File: config.mk
export PLATFORM = sky130hd
export DESIGN_NAME = proc_bus_alu_pc
export DESIGN_NICKNAME = d
export VERILOG_FILES = /design/src/rtl/proc_bus_alu_pc.sv
export SDC_FILE = /design/constraint.sdc
export NUM_CORES = 1
export LEC_CHECK = 0
export CAP_MARGIN = 10
export CORE_UTILIZATION = 40
export CTS_BUF_LIST = sky130_fd_sc_hd__clkbuf_8
export DETAILED_ROUTE_END_ITERATION = 10
export DONT_BUFFER_PORTS = 1
export SYNTH_ARGS = -nofsm -noshare
export SYNTH_HDL_FRONTEND = slang
export SYNTH_SLANG_ARGS = --single-unit
File: constraint.sdc
create_clock -name Clock -period 18.6 [get_ports Clock]
set_clock_uncertainty 0.2 [all_clocks]
set_input_delay 3.72 -clock Clock [delete_from_list [all_inputs] [get_ports Clock]]
set_output_delay 3.72 -clock Clock [all_outputs]
set_load 0.02 [all_outputs]
File: src/rtl/proc_bus_alu_pc.sv
// -----------------------------------------------------------------------------
// proc_bus_alu_pc
// Datapath core of the 16-bit multi-cycle processor. It holds the general
// registers R0-R6, the 6-bit program counter (R7/pc), the ALU operand register
// A, the result register G, the 6-function ALU and the one-hot bus multiplexer.
// An external controller sequences the datapath by driving every select and
// enable. This block contains no state machine.
//
// Ports
//   Clock      in   1   rising-edge clock for all registers
//   Resetn     in   1   asynchronous, active-low reset
//   DIN        in  16   external data/instruction word (bus source)
//   mem        in  16   memory read data (bus source)
//   busSel     in  11   one-hot bus select: [10]=DIN, [9:3]=R0..R6, [2]=pc,
//                       [1]=G, [0]=mem
//   regIn      in   8   load enables: [6:0]=R6..R0, [7]=pc load
//   incr_pc    in   1   pc increment enable
//   aIn        in   1   load A from BusWires
//   gIn        in   1   load G from aluOut
//   aluSignal  in   3   ALU function select
//   BusWires   out 16   shared bus value
//   pc         out  6   program counter
//   G          out 16   ALU result register
//   aluOut     out 16   combinational ALU result
// -----------------------------------------------------------------------------
module proc_bus_alu_pc (
  input  logic        Clock,
  input  logic        Resetn,
  input  logic [15:0] DIN,
  input  logic [15:0] mem,
  input  logic [10:0] busSel,
  input  logic [7:0]  regIn,
  input  logic        incr_pc,
  input  logic        aIn,
  input  logic        gIn,
  input  logic [2:0]  aluSignal,
  output logic [15:0] BusWires,
  output logic [5:0]  pc,
  output logic [15:0] G,
  output logic [15:0] aluOut
);

  logic [15:0] r_regs [0:6];
  logic [15:0] r_a;
  logic [15:0] r_g;
  logic [5:0]  r_pc;

  logic [15:0] w_bus;
  logic [15:0] w_alu;
  logic        w_slt;

  assign BusWires = w_bus;
  assign aluOut   = w_alu;
  assign G        = r_g;
  assign pc       = r_pc;

  // Signed less-than for the set-less-than function.
  assign w_slt = ($signed(r_a) < $signed(w_bus)) ? 1'b1 : 1'b0;

  // Bus multiplexer: several bits set resolve to the highest index; none set gives 0.
  always_comb begin
    w_bus = 16'd0;
    if (busSel[10]) begin
      w_bus = DIN;
    end else if (busSel[9]) begin
      w_bus = r_regs[0];
    end else if (busSel[8]) begin
      w_bus = r_regs[1];
    end else if (busSel[7]) begin
      w_bus = r_regs[2];
    end else if (busSel[6]) begin
      w_bus = r_regs[3];
    end else if (busSel[5]) begin
      w_bus = r_regs[4];
    end else if (busSel[4]) begin
      w_bus = r_regs[5];
    end else if (busSel[3]) begin
      w_bus = r_regs[6];
    end else if (busSel[2]) begin
      w_bus = {10'd0, r_pc};
    end else if (busSel[1]) begin
      w_bus = r_g;
    end else if (busSel[0]) begin
      w_bus = mem;
    end else begin
      w_bus = 16'd0;
    end
  end

  // ALU: operands A and the bus, results wrap modulo 2^16; shifts use Bus[3:0] only.
  always_comb begin
    w_alu = 16'd0;
    case (aluSignal)
      3'b000:  w_alu = r_a + w_bus;
      3'b001:  w_alu = r_a - w_bus;
      3'b010:  w_alu = r_a | w_bus;
      3'b011:  w_alu = {15'd0, w_slt};
      3'b100:  w_alu = r_a << w_bus[3:0];
      3'b101:  w_alu = r_a >> w_bus[3:0];
      3'b110:  w_alu = 16'd0;
      3'b111:  w_alu = 16'd0;
      default: w_alu = 16'd0;
    endcase
  end

  // General registers R0-R6: any subset may load the current bus value.
  always_ff @(posedge Clock or negedge Resetn) begin
    if (!Resetn) begin
      for (int i = 0; i < 7; i++) begin
        r_regs[i] <= 16'd0;
      end
    end else begin
      for (int i = 0; i < 7; i++) begin
        if (regIn[i]) begin
          r_regs[i] <= w_bus;
        end
      end
    end
  end

  // Operand register A loads from the bus.
  always_ff @(posedge Clock or negedge Resetn) begin
    if (!Resetn) begin
      r_a <= 16'd0;
    end else if (aIn) begin
      r_a <= w_bus;
    end
  end

  // Result register G captures the ALU output.
  always_ff @(posedge Clock or negedge Resetn) begin
    if (!Resetn) begin
      r_g <= 16'd0;
    end else if (gIn) begin
      r_g <= w_alu;
    end
  end

  // Program counter: a bus load wins over increment; increment wraps 63 -> 0.
  always_ff @(posedge Clock or negedge Resetn) begin
    if (!Resetn) begin
      r_pc <= 6'd0;
    end else if (regIn[7]) begin
      r_pc <= w_bus[5:0];
    end else if (incr_pc) begin
      r_pc <= r_pc + 6'd1;
    end
  end

endmodule

==> summary.md, run 1 <==
| Metric | Value |
|---|---|
| Comb pwr share | `34.5%` |
| Buf/Inv on CP | `1` |
| Hold EP | `r_regs[1]` |
| Synthesis-to-finish area growth | `5.068%` |
| # nets final | `1,328` |
| Worst EP required | `14.68 ns` |
| Overflow after GRT | `0` |
| Post-Route WL | `36,540 um` |
| Rows | `58` |
| N_diodes | `0` |
| CTS resizes | `0` |
| Worst-margin pin slew | `1.239 ns` |
| Worst Path Arrival | `9.31 ns` |
| Die area | `26,570 um^2` |
| Pin count of the biggest net entering global routing | `151` |
| FF-to-FF End | `G[12]` |
| CP endpoint kind | `output port` |
| Outcome | `completed` |
| Final Non-Filler Cells | `1,560` |
| Worst r2r src | `G[2]` |
| Placed Area | `10,450 um^2` |
| Post-synthesis sequential area ratio | `36.21%` |
| Post-CTS setup buffer count | `0` |
| Final TNS setup | `0 ns` |
| Setup violators final | `0` |
| Initial antenna violation count | `0` |
| Worst Setup Slack, final | `5.371 ns` |
| Core area | `25,330 um^2` |
| Clk buf depth | `2` |
| Total track usage | `27.74%` |
| Global-route wire length before repair | `54,600 um` |
| R2R depth | `17` |
| PD cells | `101.4 nW/um^2` |
| Met1 WL | `16,110 um` |
| Clk Latency, worst-skew pair | `0.48 ns` |
| # clock sinks | `150` |
| Ys async rst share | `100.0%` |
| Syn Inst Count | `1,288` |
| Clk pin slew, worst setup/hold paths | `0.09 ns` |
| Maximum vdd ir drop | `0.04544 mV` |
| Crit path top cell by count | `o21ai_0` |
| Dpl ws | `5.421 ns` |
| Port buffer count | `0` |
| Sequential cell area | `3754 um^2` |
| Layout cell share with drive strength beyond 1 | `7.073%` |
| Lkg Pwr | `0.004529 uW` |
| Root Buffer | `clkbuf_8` |
| YS warnings | `0` |
| Sw Pwr | `455.0 uW` |
| Post-DP HPWL | `26,150 um` |
| Initial Util | `40.93%` |
| Most common cell after layout, fill and taps aside | `nor2_1` |
| Clk pwr share | `26.2%` |
| Top layer reached by signal wires | `met4` |
| Worst Hold Launch | `r_regs[1]` |
| Prevailing post-synth register cell | `dfrtp_1` |
| Met3 wire len | `3930 um` |
| CTS H-tree depth | `4` |
| WL met2 | `15,360 um` |
| FF-to-FF setup slack | `13.01 ns` |
| CTS buffer count | `17` |
| Total power | `1104 uW` |
| Synth unique cells | `76` |
| Startpoint types | `primary input` |
| Delay-heaviest family, CP | `compound AO/OA/AOI/OAI gates` |
| Fin crit share | `71.12%` |
| DIE HEIGHT | `163.0 um` |
| Post-route cell area | `10,890 um^2` |
| Critical path class | `in2out` |
| Switching Share | `41.21%` |
| I/O pin total | `113` |
| Final hold vios | `0` |
| Average wire per standard cell | `23.42 um` |
| Hold depth | `1` |
| Post-synthesis register bit count | `150` |
| Mean post-synth cell area | `8.049 um^2` |
| Unrepaired setup endpoints after global routing | `no` |
| DRT iter0 DRCs | `1,023` |
| Pins Over Slew Limit | `0` |
| ANT nets after route | `0` |
| Drt via density | `6.101` |
| HP Class | `reg2reg` |
| Placed cell count | `1,528` |
| Worst Path Max Fanout | `15` |
| CTS tree | `built` |
| MaxCap Viol Count | `0` |
| Critical-path cell list | `nor2b_1, a221oi_1, o311ai_0, o21ai_0, o21ai_0, mux2i_1, o21ai_0, mux2i_1, o21a_1, ha_1, inv_1, o21ai_1, a21oi_1, a2111oi_0, o31ai_1, nand2_1, a22o_1, xnor2_1, a2111oi_1, nor2_1` |
| Fill cells | `2,551` |
| Area of the mapped netlist | `10,370 um^2` |
| Syn nets | `1,399` |
| Power share of the sequential group | `39.4%` |
| DRC viols | `0` |
| F_max | `75.59 MHz` |
| Largest stage delay, worst path | `0.93 ns` |
| Internal | `649.2 uW` |
| Vias in the first global route | `8,840` |
| Hold_buf cts | `0` |
| Via count | `9,517` |
| Crit path time final | `13.23 ns` |
| Gpl congestion | `0.9313` |
| DR pass1 iterations | `6` |
| Slowest stage cell, crit path | `nor2b_1` |
| Multi-input gate area | `6002 um^2` |
| Most frequent cells in the layout | `nor2_1 (199), a21oi_1 (188), dfrtp_1 (150)` |
| Relative slew slack | `17.20%` |
| Die X | `163.0 um` |
| Number of synthesized flops with an enable pin | `0` |
layout make-up:
class / count / area share (%)
sequential: 150 / 34.46
timing repair buffer: 10 / 0.6892
inverter: 56 / 1.930
clock buffer: 17 / 2.148
tap: 330 / 3.791
multi-input combinational: 982 / 55.10
clock inverter: 15 / 1.884
cell usage after synthesis (8+ instances only):
master	count	share of area [%]
nand2_1	98	3.5
o21ai_0	55	2.7
o21ai_1	15	0.72
clkbuf_1	76	2.8
or3_1	9	0.54
nor2b_1	21	1.3
a211oi_1	28	2.0
nor2_1	199	7.2
o31a_1	9	0.76
ha_1	50	6.0
mux2_2	24	2.6
o22ai_1	13	0.78
a22oi_1	25	1.8
xnor2_1	19	1.6
a221oi_1	10	0.84
o31ai_1	8	0.58
a21oi_1	188	9.1
buf_2	10	0.48
dfrtp_1	150	36
a31oi_1	10	0.60
mux2i_1	24	2.3
o211ai_1	16	1.2
inv_1	53	1.9
nand3_1	17	0.82
nor3_1	36	1.7
power groups by stage:
| stage | clock (uW) | sequential, uW | combinational, uW |
|---|---|---|---|
| detailed placement | 0 | 441 | 373 |
| CTS | 292 | 434 | 374 |
| finish | 289 | 435 | 381 |
| floorplan | 0 | 422 | 293 |
| global placement | 0 | 440 | 371 |
| global route | 306 | 441 | 414 |
stage by stage:
step           hold WS [ns]  utilization [%]
4_1_cts              0.3226            43.01
6_report             0.3223            43.01
5_1_grt              0.3371            43.01
3_3_place_gp         0.2908            41.28
3_5_place_dp         0.3019            41.28
2_1_floorplan        0.2810                -
kinds of logic after synthesis:
logic type	count (synthesis)	share of synthesized area (%)
AOI/OAI and AO/OA	446	27.13
xor gates and xnor gates	25	2.112
and+or+nand+nor	411	17.08
DFF	150	36.21
adders and majority gates	52	6.420
muxes	48	4.924
buffers and inverters	156	6.131
registers in the layout, indices dropped and copies added (netlist names):
name    count
pc          6
r_a        16
r_regs    112
G          16
worst max path at each step:
stage	start	endpoint	depth (start not counted)
floorplan	busSel[1]	aluOut[13]	24
finish	busSel[0]	aluOut[13]	20
detailed placement	busSel[0]	aluOut[13]	20
global placement	busSel[0]	aluOut[13]	20
global route	busSel[0]	aluOut[13]	20
CTS	busSel[0]	aluOut[13]	20
routing by layer:
layer / vias up / track usage [%]
met5: - / 0
met4: 0 / 10.11
met3: 67 / 8.582
met2: 437 / 40.02
met1: 4569 / 38.64
li1: 4444 / -
Note: power is estimated with default switching activity, not from simulation.
==> inputs of run 2 (changes only) <==
==> constraint.sdc (replaced) <==
create_clock -name Clock -period 13.4 [get_ports Clock]
set_clock_uncertainty 0.2 [all_clocks]
set_input_delay 2.68 -clock Clock [delete_from_list [all_inputs] [get_ports Clock]]
set_output_delay 2.68 -clock Clock [all_outputs]
set_load 0.02 [all_outputs]
==> run 2 against run 1 <==
Flip-flop and latch count unchanged; sequential share of layout area increased by 0.11 points; count of clock-buffer cells in the layout is the same.
==> summary.md, run 2 (synthesis results as in run 1) <==
| Metric | Value |
|---|---|
| Outcome | `completed` |
| Routing usage on met1 | `40.93%` |
| Overflow after GRT | `0` |
| Clk Latency, worst-skew pair | `0.47 ns` |
| Rows | `58` |
| Crit path time final | `10.91 ns` |
| Busiest grt layer | `met2` |
| Port buffer count | `0` |
| Critical path class | `in2out` |
| Total track usage | `27.96%` |
| Hold_buf cts | `0` |
| CTS buffer count | `17` |
| DRT iter0 DRCs | `1,089` |
| Initial antenna violation count | `0` |
| Final Non-Filler Cells | `1,562` |
| Max reg flops | `112` |
| CP endpoint kind | `output port` |
| Fin crit share | `81.43%` |
| I/O pin total | `113` |
| DIE HEIGHT | `163.0 um` |
| Post-CTS setup buffer count | `0` |
| Die area | `26,570 um^2` |
| Initial Util | `40.93%` |
| Maximum vdd ir drop | `0.05773 mV` |
| Global-route wire length before repair | `55,140 um` |
| Total power | `1483 uW` |
| Post-Route WL | `36,810 um` |
| Most common cell after layout, fill and taps aside | `nor2_1` |
| F_max | `91.64 MHz` |
| Met3 Use GR | `5.526%` |
| Setup violators final | `0` |
| CTS resizes | `0` |
| Worst Path Arrival | `8.03 ns` |
| PD cells | `136.6 nW/um^2` |
| Hold depth | `1` |
| Dpl ws | `2.279 ns` |
| Relative slew slack | `28.98%` |
| MaxCap Viol Count | `0` |
| Worst EP required | `10.52 ns` |
| DR pass1 iterations | `5` |
| Final TNS setup | `0 ns` |
| Pin count of the biggest net entering global routing | `151` |
| Core area | `25,330 um^2` |
| Clk pin slew, worst setup/hold paths | `0.09 ns` |
| Placed cell count | `1,529` |
| Via count | `9,572` |
| Average wire per standard cell | `23.57 um` |
| Pins Over Slew Limit | `0` |
| CTS H-tree depth | `4` |
| Worst-margin pin slew | `1.038 ns` |
| # clock sinks | `150` |
| Drt via density | `6.128` |
| Final hold vios | `0` |
| CTS tree | `built` |
| R2R depth | `17` |
| Die X | `163.0 um` |
| GR Util met2 | `41.16%` |
| Gpl congestion | `0.9581` |
| # nets final | `1,330` |
| Post-DP HPWL | `26,540 um` |
| Synthesis-to-finish area growth | `4.731%` |
| HP Class | `reg2reg` |
| Worst Path Max Fanout | `34` |
| Unrepaired setup endpoints after global routing | `no` |
| Root Buffer | `clkbuf_8` |
| Largest reg by FF count | `r_regs` |
| Most frequent cells in the layout | `nor2_1 (199), a21oi_1 (188), dfrtp_1 (150)` |
| N_diodes | `0` |
| DRC viols | `0` |
| Worst Setup Slack, final | `2.488 ns` |
| ANT nets after route | `0` |
| Lkg Pwr | `0.004505 uW` |
| Startpoint types | `primary input` |
| Clk buf depth | `2` |
| Layout cell share with drive strength beyond 1 | `7.224%` |
| Vias in the first global route | `8,736` |
[run 2: cell count changes in the layout (fill, tap and decap cells not counted), sizes merged]
| cell | before | now |
|---|---|---|
| bufinv | 3 | 0 |
| clkinv | 1 | 2 |
| inv | 65 | 64 |
| clkinvlp | 2 | 5 |
| buf | 10 | 12 |
[run 2: worst paths after layout]
| path | from | end | slack (ns) |
|---|---|---|---|
| max in group asynchronous | Resetn | r_a[0] | 11.06 |
| worst min register to register | r_regs[17] | r_regs[17] | 0.32 |
| worst min-delay path | r_regs[17] | r_regs[17] | 0.32 |
| worst max register to register | G[2] | G[12] | 7.49 |
| worst max-delay path | busSel[2] | aluOut[14] | 2.49 |
| min in group asynchronous | Resetn | r_regs[15] | 1.71 |
[run 2: critical path: stages]
cell,delay (ns)
or2_1,0.43
a221oi_1,0.62
o311a_1,0.27
nor2_1,0.09
a221oi_4,0.67
buf_4,0.47
inv_2,0.35
ha_1,0.35
a211o_1,0.25
a21oi_1,0.16
o21bai_1,0.12
a21o_1,0.21
a41oi_1,0.27
a21oi_1,0.18
a31oi_1,0.25
xnor2_1,0.10
a21oi_1,0.32
nand2_1,0.23
[run 2: layout make-up]
class	count	area, um^2
fillers	2540	14470
multi-input cells	982	6002
flip-flops and latches	150	3754
well taps	330	412.9
clock buffers	17	234.0
inverters	56	210.2
clock inverters	15	155.1
repair buffers	12	90.09
[run 2: report_power, final]
group	switching, uW	total [uW]	internal (uW)
combinational	339	530	191
sequential	84.4	603	519
clock	211	350	139
[run 2: layer usage]
| metal | vias up | part of all wire [%] |
|---|---|---|
| met4 | 0 | 2.6 |
| met5 | - | 0 |
| met2 | 450 | 43 |
| met3 | 52 | 8.4 |
| met1 | 4639 | 46 |
| li1 | 4431 | - |
[run 2: metrics by stage]
step	utilization, %	cell area [um^2]	hold slack, ns
CTS	42.84	10850	0.3169
global route	42.87	10860	0.3384
detailed placement	41.31	10460	0.2961
floorplan	-	10370	0.2810
global placement	41.31	10460	0.2898
finish	42.87	10860	0.3170
==> inputs of run 3 (changes only) <==
==> constraint.sdc (replaced) <==
create_clock -name Clock -period 11.2 [get_ports Clock]
set_clock_uncertainty 0.2 [all_clocks]
set_input_delay 2.24 -clock Clock [delete_from_list [all_inputs] [get_ports Clock]]
set_output_delay 2.24 -clock Clock [all_outputs]
set_load 0.02 [all_outputs]
==> run 3 against run 2 <==
Die area is the same; setup slack lost 1.1 ns; hold slack gained 0.0086 ns; first-iteration DRC count shrank 1.7%; wire length is 0.73% higher; flip-flop and latch count unchanged; sequential power grew 20%; register-to-register slack lost 2.1 ns; utilization hardly changed; largest power group unchanged; global-route usage up 0.27 points.
==> summary.md, run 3 (synthesis results as in run 1) <==
| Metric | Value |
|---|---|
| Clk pwr share | `24.3%` |
| Global-route wire length before repair | `55,460 um` |
| Initial antenna violation count | `0` |
| Worst Path Max Fanout | `15` |
| Fill cells | `2,571` |
| CTS resizes | `0` |
| Max reg flops | `112` |
| Unrepaired setup endpoints after global routing | `no` |
| DRC viols | `0` |
| Average wire per standard cell | `23.76 um` |
| Post-CTS setup buffer count | `0` |
| F_max | `101.8 MHz` |
| Setup violators final | `0` |
| Multi-input gate area | `6002 um^2` |
| Die area | `26,570 um^2` |
| ANT nets after route | `0` |
| Worst-margin pin slew | `1.050 ns` |
| # clock sinks | `150` |
| Final Non-Filler Cells | `1,561` |
| Post-Route WL | `37,080 um` |
| Total track usage | `28.23%` |
| Switching Share | `43.16%` |
| Die X | `163.0 um` |
| HP Class | `reg2reg` |
| Largest stage delay, worst path | `0.90 ns` |
| Internal | `1020 uW` |
| Buf/Inv on CP | `2` |
| Power share of the sequential group | `40.2%` |
| Port buffer count | `0` |
| Sw Pwr | `774.9 uW` |
| Clk pin slew, worst setup/hold paths | `0.10 ns` |
| Final hold vios | `0` |
| # nets final | `1,329` |
| Most frequent cells in the layout | `nor2_1 (199), a21oi_1 (188), dfrtp_1 (150)` |
| N_diodes | `0` |
| CP endpoint kind | `output port` |
| Delay-heaviest family, CP | `compound AO/OA/AOI/OAI gates` |
| Outcome | `completed` |
| Clk Latency, worst-skew pair | `0.49 ns` |
| I/O pin total | `113` |
| Post-DP HPWL | `26,610 um` |
| Startpoint types | `primary input` |
| Initial Util | `40.93%` |
| Sequential cell area | `3754 um^2` |
| Critical-path cell list | `nor2b_1, buf_4, a221oi_1, o311ai_0, o21ai_0, o21ai_0, mux2i_1, o21ai_0, mux2i_1, o21a_1, ha_1, inv_1, o21ai_1, a21oi_1, a2111oi_0, o31ai_1, nand2_1, a22o_1, xnor2_1, a2111oi_1, nor2_1` |
| Pin count of the biggest net entering global routing | `151` |
| Hold_buf cts | `0` |
| Slowest stage cell, crit path | `a2111oi_0` |
| DRT iter0 DRCs | `1,070` |
| Root Buffer | `clkbuf_8` |
| Drt via density | `6.122` |
| Core area | `25,330 um^2` |
| Relative slew slack | `30.01%` |
| Crit path top cell by count | `o21ai_0` |
| Crit path time final | `9.823 ns` |
| Placed cell count | `1,529` |
| PD cells | `165.2 nW/um^2` |
| Critical path class | `in2out` |
| DIE HEIGHT | `163.0 um` |
| Lkg Pwr | `0.004525 uW` |
| Layout cell share with drive strength beyond 1 | `7.149%` |
| Via count | `9,557` |
| Fin crit share | `87.71%` |
| CTS H-tree depth | `4` |
| CTS buffer count | `17` |
| Pins Over Slew Limit | `0` |
| Comb pwr share | `35.4%` |
| Synthesis-to-finish area growth | `4.840%` |
| Rows | `58` |
| Worst EP required | `8.76 ns` |
| Clk buf depth | `2` |
| Worst Path Arrival | `7.38 ns` |
| CTS tree | `built` |
| Most common cell after layout, fill and taps aside | `nor2_1` |
| Gpl congestion | `0.9774` |
| DR pass1 iterations | `5` |
| Overflow after GRT | `0` |
| Vias in the first global route | `8,682` |
| MaxCap Viol Count | `0` |
| Final TNS setup | `0 ns` |
| Largest reg by FF count | `r_regs` |
| Maximum vdd ir drop | `0.09543 mV` |
-- run 3: cell types whose count changed in the layout (fill, tap and decap cells not counted) --
cell | before | now
inv_8 | 6 | 5
inv_12 | 0 | 1
buf_4 | 12 | 11
clkinvlp_4 | 5 | 0
clkinv_8 | 2 | 3
inv_6 | 2 | 3
clkinv_4 | 0 | 3
-- run 3: final timing paths --
path	startpoint	to	slack (ns)	depth (start not counted)
max	busSel[0]	aluOut[13]	1.38	21
min	r_regs[81]	r_regs[81]	0.33	1
max reg2reg	pc[4]	G[11]	5.39	19
min reg2reg	r_regs[81]	r_regs[81]	0.33	1
max in group asynchronous	Resetn	r_a[9]	9.23	0
min in group asynchronous	Resetn	r_regs[31]	1.24	0
-- run 3: layout make-up --
| type | instances | area share [%] |
|---|---|---|
| flip-flops and latches | 150 | 34.53 |
| well taps | 330 | 3.799 |
| clock buffers | 17 | 2.153 |
| inverters | 56 | 1.934 |
| clock inverters | 15 | 1.600 |
| repair buffers | 11 | 0.7598 |
| multi-input cells | 982 | 55.22 |
-- run 3: power groups by stage --
stage | clock (uW) | sequential, uW | combinational (uW)
after global routing | 466 | 732 | 692
after global placement | 0 | 733 | 624
after detailed placement | 0 | 733 | 621
after floorplan | 0 | 701 | 487
after CTS | 445 | 722 | 624
final | 437 | 722 | 636
-- run 3: per-layer routing --
| metal | track usage [%] | routed length, um | share of wire [%] |
|---|---|---|---|
| met1 | 41.26 | 16580 | 45 |
| met2 | 41.16 | 16070 | 43 |
| met3 | 6.570 | 3618 | 9.8 |
| met4 | 7.944 | 811 | 2.2 |
| met5 | 0 | 0 | 0 |
-- run 3: through the flow --
step | hold slack [ns] | utilization, % | power, uW | setup slack (ns) | cell area, um^2
finish | 0.3256 | 42.92 | 1795 | 1.377 | 10870
global route | 0.3425 | 42.92 | 1890 | 0.9006 | 10870
CTS | 0.3245 | 42.92 | 1790 | 1.450 | 10870
detailed placement | 0.3013 | 41.31 | 1354 | 1.482 | 10460
global placement | 0.2911 | 41.31 | 1356 | 1.547 | 10460
floorplan | 0.2810 | - | 1188 | 2.003 | 10370
